## src/rtl/mult8_seq_ctrl.sv

```systemverilog
`default_nettype none
// ============================================================================
//  Module      : mult8_seq_ctrl
//  Description : Sequential 8x8 signed shift-add multiplier. A control FSM
//                steps a 17-bit {X,A,B} datapath through one add/subtract and
//                one arithmetic right shift per multiplier bit. The 16-bit
//                two's-complement product ends up in A:B, with X holding the
//                sign extension. Bit 7 (the multiplier sign) is handled by
//                subtracting the multiplicand instead of adding it.
//  Ports       : Clk          - system clock, rising edge
//                Reset_n      - asynchronous active-low reset
//                Run          - start request (level, synchronous)
//                ClearA_LoadB - in IDLE: clear A/X and load B from S
//                S[7:0]       - multiplicand; also the load value for B
//                Aval[7:0]    - register A (high product byte)
//                Bval[7:0]    - register B (multiplier, then low byte)
//                Xval         - sign-extension bit X
//                Busy         - high from CLR through SHIFT7
//                Done         - high while the result is held in DONE
//  Options     : MULT_SKIP_ADD_EN - when defined, add cycles for multiplier
//                bits that are 0 are skipped (Busy = 9 + popcount(B) cycles).
//  Revision    : 1.0 - initial release
// ============================================================================
module mult8_seq_ctrl (
    input  logic       Clk,
    input  logic       Reset_n,
    input  logic       Run,
    input  logic       ClearA_LoadB,
    input  logic [7:0] S,
    output logic [7:0] Aval,
    output logic [7:0] Bval,
    output logic       Xval,
    output logic       Busy,
    output logic       Done
);

    // The eight ADDi/SHIFTi pairs share one phase encoding each; r_bit holds i.
    localparam logic [2:0] c_ST_IDLE  = 3'd0;
    localparam logic [2:0] c_ST_CLR   = 3'd1;
    localparam logic [2:0] c_ST_ADD   = 3'd2;
    localparam logic [2:0] c_ST_SHIFT = 3'd3;
    localparam logic [2:0] c_ST_DONE  = 3'd4;

    logic [2:0] r_state;
    logic [2:0] r_bit;
    logic [7:0] r_a;
    logic [7:0] r_b;
    logic       r_x;
    logic       r_busy;
    logic       r_done;

    logic [2:0] w_state_nxt;
    logic [2:0] w_bit_nxt;
    logic       w_busy_nxt;
    logic       w_done_nxt;

    // 9-bit add/subtract stage controls: M selects add vs. pass-through,
    // fn selects subtract (only for the sign bit of the multiplier).
    logic       w_m;
    logic       w_fn;
    logic [8:0] w_operand;
    logic [8:0] w_sum;

    assign w_m       = r_b[0];
    assign w_fn      = (r_bit == 3'd7);
    assign w_operand = {S[7], S} ^ {9{w_fn}};
    // Carry out of bit 8 is dropped; 9 bits are enough for an exact result.
    assign w_sum     = {r_a[7], r_a} + w_operand + {8'd0, w_fn};

    always_comb begin
        w_state_nxt = r_state;
        w_bit_nxt   = r_bit;
        case (r_state)
            c_ST_IDLE: begin
                // A load takes priority; Run is re-sampled next cycle.
                if (!ClearA_LoadB && Run) begin
                    w_state_nxt = c_ST_CLR;
                end
            end
            c_ST_CLR: begin
                w_bit_nxt = 3'd0;
`ifdef MULT_SKIP_ADD_EN
                w_state_nxt = r_b[0] ? c_ST_ADD : c_ST_SHIFT;
`else
                w_state_nxt = c_ST_ADD;
`endif
            end
            c_ST_ADD: begin
                w_state_nxt = c_ST_SHIFT;
            end
            c_ST_SHIFT: begin
                if (r_bit == 3'd7) begin
                    w_state_nxt = c_ST_DONE;
                end else begin
                    w_bit_nxt = r_bit + 3'd1;
`ifdef MULT_SKIP_ADD_EN
                    // B[1] becomes B[0] after this shift.
                    w_state_nxt = r_b[1] ? c_ST_ADD : c_ST_SHIFT;
`else
                    w_state_nxt = c_ST_ADD;
`endif
                end
            end
            c_ST_DONE: begin
                if (!Run) begin
                    w_state_nxt = c_ST_IDLE;
                end
            end
            default: begin
                w_state_nxt = c_ST_IDLE;
            end
        endcase
    end

    // Status flags are registered from the next state so they line up with it.
    assign w_busy_nxt = (w_state_nxt == c_ST_CLR) || (w_state_nxt == c_ST_ADD) ||
                        (w_state_nxt == c_ST_SHIFT);
    assign w_done_nxt = (w_state_nxt == c_ST_DONE);

    always_ff @(posedge Clk or negedge Reset_n) begin
        if (!Reset_n) begin
            r_state <= c_ST_IDLE;
            r_bit   <= 3'd0;
            r_a     <= 8'h00;
            r_b     <= 8'h00;
            r_x     <= 1'b0;
            r_busy  <= 1'b0;
            r_done  <= 1'b0;
        end else begin
            r_state <= w_state_nxt;
            r_bit   <= w_bit_nxt;
            r_busy  <= w_busy_nxt;
            r_done  <= w_done_nxt;
            case (r_state)
                c_ST_IDLE: begin
                    if (ClearA_LoadB) begin
                        r_a <= 8'h00;
                        r_x <= 1'b0;
                        r_b <= S;
                    end
                end
                c_ST_CLR: begin
                    // B is kept so a previous product can serve as multiplier.
                    r_a <= 8'h00;
                    r_x <= 1'b0;
                end
                c_ST_ADD: begin
                    if (w_m) begin
                        {r_x, r_a} <= w_sum;
                    end else begin
                        r_x <= r_a[7];
                    end
                end
                c_ST_SHIFT: begin
                    // X is left alone: after the shift A[7] equals X, so a
                    // skipped ADD (X <= A[7]) needs no extra update.
                    r_b <= {r_a[0], r_b[7:1]};
                    r_a <= {r_x, r_a[7:1]};
                end
                default: begin
                end
            endcase
        end
    end

    assign Aval = r_a;
    assign Bval = r_b;
    assign Xval = r_x;
    assign Busy = r_busy;
    assign Done = r_done;

endmodule
`default_nettype wire

```

## config.mk

```make
export PLATFORM = sky130hd
export DESIGN_NAME = mult8_seq_ctrl
export DESIGN_NICKNAME = d
export VERILOG_FILES = /design/src/rtl/mult8_seq_ctrl.sv
export SDC_FILE = /design/constraint.sdc
export NUM_CORES = 1
export LEC_CHECK = 0
export BUFFER_PORTS_ARGS = -buffer_cell sky130_fd_sc_hd__buf_4
export CAP_MARGIN = 30
export CORE_ASPECT_RATIO = 0.9
export CORE_MARGIN = 5
export CORE_UTILIZATION = 49
export CTS_CLUSTER_DIAMETER = 50
export CTS_CLUSTER_SIZE = 40
export DETAILED_ROUTE_END_ITERATION = 7
export PLACE_DENSITY = 0.75
export REMOVE_ABC_BUFFERS = 1
export SLEW_MARGIN = 10
export SYNTH_ARGS = -nofsm -noshare
export SYNTH_HDL_FRONTEND = slang
export SYNTH_SLANG_ARGS = --single-unit
```

## constraint.sdc

```tcl
create_clock -name Clk -period 2.6 [get_ports Clk]
set_clock_uncertainty 0.15 [all_clocks]
set_input_delay 0.26 -clock Clk [delete_from_list [all_inputs] [get_ports Clk]]
set_output_delay 0.26 -clock Clk [all_outputs]
set_load 0.005 [all_outputs]
```

==> impl_metrics.tcl, run 1 <==
set metrics [dict create \
    wl_um 4130 \
    routed_via_density 5.83 \
    min_to "r_state[2]" \
    post-route-period-util_pct 99.4 \
    grtUsageMet1_pct 24.2 \
    cts_buffers 3 \
    critPathTopFamily "simple AND/OR/NAND/NOR gates" \
    rsz0062_at_grt "true" \
    crit_slowest_cell "or4b_1" \
    whs_path_depth 2 \
    grt_pass1_vias 1403 \
    mostFrequentLayoutCells "36 x buf_4, 25 x dfrtp_1, 22 x nor2_1, 13 x a21oi_1, 10 x o21ai_0" \
    fin_crit_ns 2.58 \
    fp.dieW_um 70.5 \
    yosysSeqAreaShare_pct 38.7 \
    internal-power_mw 1.50 \
    crit_buf_inv 0 \
    cts_sinks 25 \
    yosys_warnings 0 \
    pwr-share-seq_pct 29.3 \
    maxSlewViolCount 0 \
    antenna_found_initial 0 \
    setup.worst_path.class "reg2reg" \
    core_mm2 0.00311 \
    grtUsageTotal_pct 18.0 \
    setup_viol_count_final 0 \
    rr_worst_depth 9 \
    grt_remaining_overflow 0 \
    htreeDepth 1 \
    tritoncts "done" \
    synth-edff-count 0 \
    layout-drive-gt1-share_pct 30.0 \
    start_util_pct 51.9 \
    clock_latency_ns 0.28 \
    arrival_ns 2.65 \
    wl_per_cell_um 16.9 \
    hpwl_um 2810 \
    rr_endpoint "Aval[7]" \
    async_flop_share_pct 100 \
    worstHoldStart "Run" \
    final_common_cell "buf_4" \
    area_growth_pct 27.1 \
    dieHeight_um 64.5 \
    grt_max_degree 26 \
    drtPass1Iterations 4 \
    hp-class "in2reg" \
    outcome "finished, final reports clean" \
    num_rows 19 \
    dieArea_mm2 0.00455 \
    ys_seq_elements 25 \
    drt-initial-drc-count 199 \
    p_leak_nw 0.938 \
    dr_total_vias 1429 \
    grt_busiest_layer "met2" \
    reg2reg_slack_ns 0.02 \
    critical_path.endpoint_type "register" \
    crit_path_max_fanout 6 \
    syn-cell-area_mm2 0.00162 \
    io_pins 31 \
    cp.depth 9 \
    grt_pass1_wl_um 6630 \
    clkTransAtPathRegs_ns 0.09 \
    worst_pin_slew_ns 0.646 \
    p_sw_share_pct 45.2 \
    antennaDiodeCount 0 \
    finalNetCount 229 \
    layoutNonFillerInstCount 245 \
    dp_cells 237 \
    max-slew-margin-rel_pct 57.0 \
    cp-start-kind "register" \
    peakVddDrop_mv 0.648 \
    cpPeakStageDelay_ns 0.43 \
    use_met3_pct 4.17 \
    dp_slack_ns 0.00685 \
    yosysUniqueCellTypes 41 \
    hold_violations 0 \
    max-cap-violations 0 \
    synthFlopType "dfrtp_1" \
    syn_area_per_cell_um2 9.51 \
    met2_usage_pct 30.0 \
    clock_power_share_pct 8.8 \
    root_buffer "clkbuf_8" \
    n_fill_cell 240 \
    crit_chain "ha_2 > ha_4 > xor2_2 > ha_1 > nand2_2 > o211ai_2 > and4_4 > or4b_1 > nand2_1" \
    combPwrFrac_pct 61.9 \
    required_ns 2.67 \
    synthCells 170 \
    r2r_start "r_bit[1]" \
    io_buffer_count 30 \
    postLayoutSetupSlackWorst_ns 0.0167 \
    fmax_mhz 387 \
    antenna_left 0 \
    drc 0 \
    p_sw_mw 1.24 \
    cts_buffer_depth 2 \
    cellPowerDensity_mw_per_mm2 1330 \
    place_congestion 0.951 \
]
routing by layer:
layer | share of wire (%) | vias to the layer above
li1 | - | 681
met1 | 40 | 681
met2 | 51 | 58
met3 | 7.0 | 9
met4 | 1.6 | 0
met5 | 0 | -
synth_stat cells (2+ instances only):
cell type	count	area share [%]
xor2_1	9	4.9
nor2_1	22	5.1
nand2_1	9	2.1
a32o_1	2	1.2
a32oi_1	3	1.6
clkbuf_1	2	0.46
mux2i_1	9	5.6
a31oi_1	2	0.77
ha_1	12	9.3
a21oi_1	16	5.0
nand4_1	2	0.77
inv_1	5	1.2
nor2b_1	2	0.77
a22o_1	3	1.6
buf_2	4	1.2
a21o_1	3	1.4
nand2b_1	2	0.77
a221oi_1	4	2.2
o21ai_0	10	3.1
nor3_1	2	0.62
nand3_1	3	0.93
dfrtp_1	25	39
metrics by stage:
step | TNS, ns | utilization (%) | power [mW] | hold WS (ns) | area [um2]
after global routing | -0.240 | 66.0 | 2.98 | 0.0908 | 2050
final | 0 | 66.0 | 2.74 | 0.101 | 2050
after detailed placement | 0 | 60.3 | 2.28 | 0.0367 | 1880
after CTS | 0 | 62.3 | 2.54 | 0.0894 | 1940
after floorplan | -0.0338 | - | 1.76 | -0.186 | 1580
after global placement | 0 | 60.3 | 2.22 | 0.0302 | 1880
final cells by class:
class	instances	area, um2	share of cell area, %
clock inverter	1	7.51	0.365
multi-input combinational	132	1030	50.1
inverter	5	18.8	0.914
clock buffer	3	41.3	2.01
timing repair buffer	37	280	13.6
tap	42	52.6	2.56
sequential	25	626	30.5
state kept, by name, indices dropped and copies added (netlist names):
signal   flops
Xval         1
Bval         8
r_bit        3
Done         1
r_state      3
Aval         8
Busy         1
cell families after synthesis:
| family | Yosys count | synth area share [%] |
|---|---|---|
| AOI/OAI and AO/OA | 50 | 20.9 |
| xor gates and xnor gates | 10 | 5.42 |
| adders and majority gates | 13 | 10.5 |
| buffers and inverters | 13 | 3.56 |
| DFF | 25 | 38.7 |
| muxes | 10 | 6.27 |
| and+or+nand+nor | 49 | 14.6 |
power groups by stage:
stage / clock (mW) / sequential [mW] / combinational (mW)
floorplan: 0 / 0.753 / 1.01
global placement: 0 / 0.778 / 1.44
detailed placement: 0 / 0.791 / 1.49
CTS: 0.250 / 0.785 / 1.51
global route: 0.269 / 0.833 / 1.88
finish: 0.242 / 0.801 / 1.69
worst max path at each step:
stage          startpoint  endpoint  slack, ns
5_1_grt          r_bit[1]   Aval[7]      -0.08
3_3_place_gp     r_bit[0]   Aval[7]       0.07
2_1_floorplan    r_bit[0]   Aval[4]      -0.03
4_1_cts          r_bit[0]   Aval[7]       0.03
3_5_place_dp     r_bit[0]   Aval[7]      0.007
6_report         r_bit[1]   Aval[7]       0.02
worst register-to-register path: cells and delay by family, from the launching register on:
| family | cells | cell delay, ns |
|---|---|---|
| XOR/XNOR | 1 | 0.16 |
| adder cells (fa/ha/maj) | 3 | 0.77 |
| AND/OR/NAND/NOR | 4 | 0.82 |
| AO/OA/AOI/OAI | 1 | 0.22 |
| flip-flops | 1 | 0.42 |
timing repair:
| action | CTS | global route |
|---|---|---|
| cloned | 0 | 0 |
| pin swaps | 0 | 9 |
| hold endpoints to repair | 25 | 0 |
| hold buffers | 1 | 0 |
| endpoints found under the setup margin | 2 | 6 |
| resized for setup | 1 | 15 |
| setup buffers | 0 | 3 |
(Power assumes the default switching activity.)
==> run 2, diff against run 1 <==
--- a/config.mk
+++ b/config.mk
@@ -5,15 +5,15 @@
 export SDC_FILE = /design/constraint.sdc
 export NUM_CORES = 1
 export LEC_CHECK = 0
-export BUFFER_PORTS_ARGS = -buffer_cell sky130_fd_sc_hd__buf_4
 export CAP_MARGIN = 30
 export CORE_ASPECT_RATIO = 0.9
 export CORE_MARGIN = 5
-export CORE_UTILIZATION = 49
+export CORE_UTILIZATION = 56
 export CTS_CLUSTER_DIAMETER = 50
 export CTS_CLUSTER_SIZE = 40
 export DETAILED_ROUTE_END_ITERATION = 7
-export PLACE_DENSITY = 0.75
+export DONT_BUFFER_PORTS = 1
+export PLACE_DENSITY = 0.74
 export REMOVE_ABC_BUFFERS = 1
 export SLEW_MARGIN = 10
 export SYNTH_ARGS = -nofsm -noshare
==> run 2 against run 1 <==
Effect of this change:
- setup slack better by 0.028 ns
- clock-buffer cell count is 1 higher
- maximum frequency is 1.1% higher
- routed wire length is 8.6% lower
- core utilization is 1.7 points higher
- critical path type unchanged
- highest routed layer unchanged
==> impl_metrics.tcl, run 2 (same netlist as run 1, synthesis figures left out) <==
set metrics [dict create \
    io_pins 31 \
    holdWs_ns 0.0293 \
    cts_buffer_depth 2 \
    place_area_mm2 0.00167 \
    wl_per_cell_um 16.9 \
    antennaDiodeCount 0 \
    wl_met1_um 1700 \
    max-slew-margin-rel_pct 57.4 \
    post-route-period-util_pct 98.3 \
    r2r_start "r_bit[1]" \
    cpPeakStageDelay_ns 0.43 \
    met3_length_um 257 \
    crit_start "r_bit[1]" \
    num_rows 18 \
    htreeDepth 1 \
    area_growth_pct 15.0 \
    postLayoutSetupSlackWorst_ns 0.0449 \
    clock_power_share_pct 7.6 \
    critPathTopFamily "adder cells" \
    crit_slowest_cell "dfrtp_1" \
    drc 0 \
    top_layer_used "met4" \
    start_util_pct 58.8 \
    combPwrFrac_pct 57.9 \
    rr_worst_depth 10 \
    io_buffer_count 0 \
    cp-start-kind "register" \
    clock_latency_ns 0.32 \
    max-cap-violations 0 \
    p_sw_share_pct 46.5 \
    layout-drive-gt1-share_pct 12.5 \
    cts_buffers 3 \
    reg2reg_slack_ns 0.04 \
    routed_via_density 6.17 \
    fin_crit_ns 2.56 \
    final_area_mm2 0.00186 \
    core_mm2 0.00275 \
    dp_cells 207 \
    final_common_cell "dfrtp_1" \
    crit_buf_inv 1 \
    dieHeight_um 61.0 \
    cp-endpoint "Aval[4]" \
    place_congestion 0.896 \
    fmax_mhz 391 \
    antenna_left 0 \
    grt_max_degree 26 \
    setup_viol_count_final 0 \
    grtUsageTotal_pct 21.2 \
    antenna_found_initial 0 \
    grt_pass1_vias 1333 \
    clkTransAtPathRegs_ns 0.14 \
    fp.dieW_um 66.6 \
    mostFrequentLayoutCells "25 x dfrtp_1, 22 x nor2_1, 16 x a21oi_1" \
    worst_pin_slew_ns 0.639 \
    dieArea_mm2 0.00406 \
    critical_path.endpoint_type "register" \
    root_buffer "clkbuf_4" \
    outcome "finished, final reports clean" \
    finalNetCount 210 \
    cts_sinks 25 \
    grt_pass1_wl_um 6420 \
    rr_endpoint "Aval[4]" \
    peakVddDrop_mv 0.713 \
    grt_remaining_overflow 0 \
    crit_path_max_fanout 7 \
    p_sw_mw 1.10 \
    required_ns 2.68 \
    cp.depth 10 \
    fin_total_pwr_mw 2.36 \
    tritoncts "done" \
    dr_total_vias 1383 \
    hold_violations 0 \
    p_leak_nw 0.835 \
    dp_slack_ns -0.0412 \
    wl_um 3780 \
    arrival_ns 2.63 \
    hpwl_um 2750 \
    maxSlewViolCount 0 \
    hp-class "in2reg" \
    setup.worst_path.class "reg2reg" \
    drtPass1Iterations 4 \
    pwr-share-seq_pct 34.6 \
    drt-initial-drc-count 78 \
    layoutNonFillerInstCount 224 \
    setup_tns_ns 0 \
    internal-power_mw 1.26 \
    crit_chain "ha_2 > ha_4 > mux2i_1 > inv_1 > fa_1 > a21o_1 > a21oi_1 > xnor2_1 > a221oi_1 > nor2_1" \
    wl_met2_um 1780 \
    rsz0062_at_grt "true" \
    cellPowerDensity_mw_per_mm2 1270 \
    final_util_pct 67.7 \
]
==> run 2: cell types whose count changed in the layout (fill, tap and decap cells not counted), moves of 2 or more <==
cell           before  now
a21oi_1            13   16
clkbuf_8            3    0
a21oi_2             4    1
xor2_1              5    7
buf_4              36    7
clkbuf_4            0    3
dlygate4sd3_1       1   10
==> run 2: power by group through the flow <==
stage / Clock, mW / Combinational (mW) / Sequential [mW]
2_1_floorplan: 0 / 1.01 / 0.753
3_3_place_gp: 0 / 1.23 / 0.814
3_5_place_dp: 0 / 1.29 / 0.823
4_1_cts: 0.188 / 1.32 / 0.817
5_1_grt: 0.207 / 1.54 / 0.856
6_report: 0.179 / 1.37 / 0.817
==> run 2: worst min-delay path by stage <==
stage	startpoint	to	slack, ns	cells past startpoint
floorplan	Reset_n	Aval[0]	-0.19	0
global placement	Reset_n	Aval[5]	-0.18	0
detailed placement	Reset_n	Aval[5]	-0.18	0
CTS	S[0]	Aval[0]	0.002	3
global route	ClearA_LoadB	r_state[0]	0.01	2
finish	ClearA_LoadB	r_state[0]	0.03	2
==> run 2: worst reg2reg max path: cells and delay by family, from the launching register on <==
kind | cells | cell delay, ns
buffers and inverters | 1 | 0.09
AO/OA/AOI/OAI | 3 | 0.64
XOR/XNOR | 1 | 0.08
adder cells (fa/ha/maj) | 3 | 0.81
AND/OR/NAND/NOR | 1 | 0.06
multiplexers | 1 | 0.20
flip-flops | 1 | 0.43
==> run 2: layer usage <==
| metal | vias up | global-route usage (%) |
|---|---|---|
| li1 | 649 | - |
| met1 | 679 | 28.1 |
| met2 | 51 | 33.6 |
| met3 | 4 | 5.19 |
| met4 | 0 | 8.12 |
| met5 | - | 0 |
==> run 2: timing repair <==
action | 4_1_cts | 5_1_grt
pin swaps | 0 | 3
gates resized for setup | 1 | 5
endpoints found under the hold margin | 34 | 1
buffers inserted | 0 | 2
hold buffers | 10 | 1
gates cloned | 0 | 0
endpoints found under the setup margin | 3 | 5
==> run 2: cell type report <==
cell class / count / area (um2)
Sequential cell: 25 / 626
Clock buffer: 4 / 26.3
Tap cell: 40 / 50.0
Fill cell: 222 / 888
Inverter: 5 / 18.8
Multi-Input combinational cell: 132 / 966
Timing Repair Buffer: 18 / 173
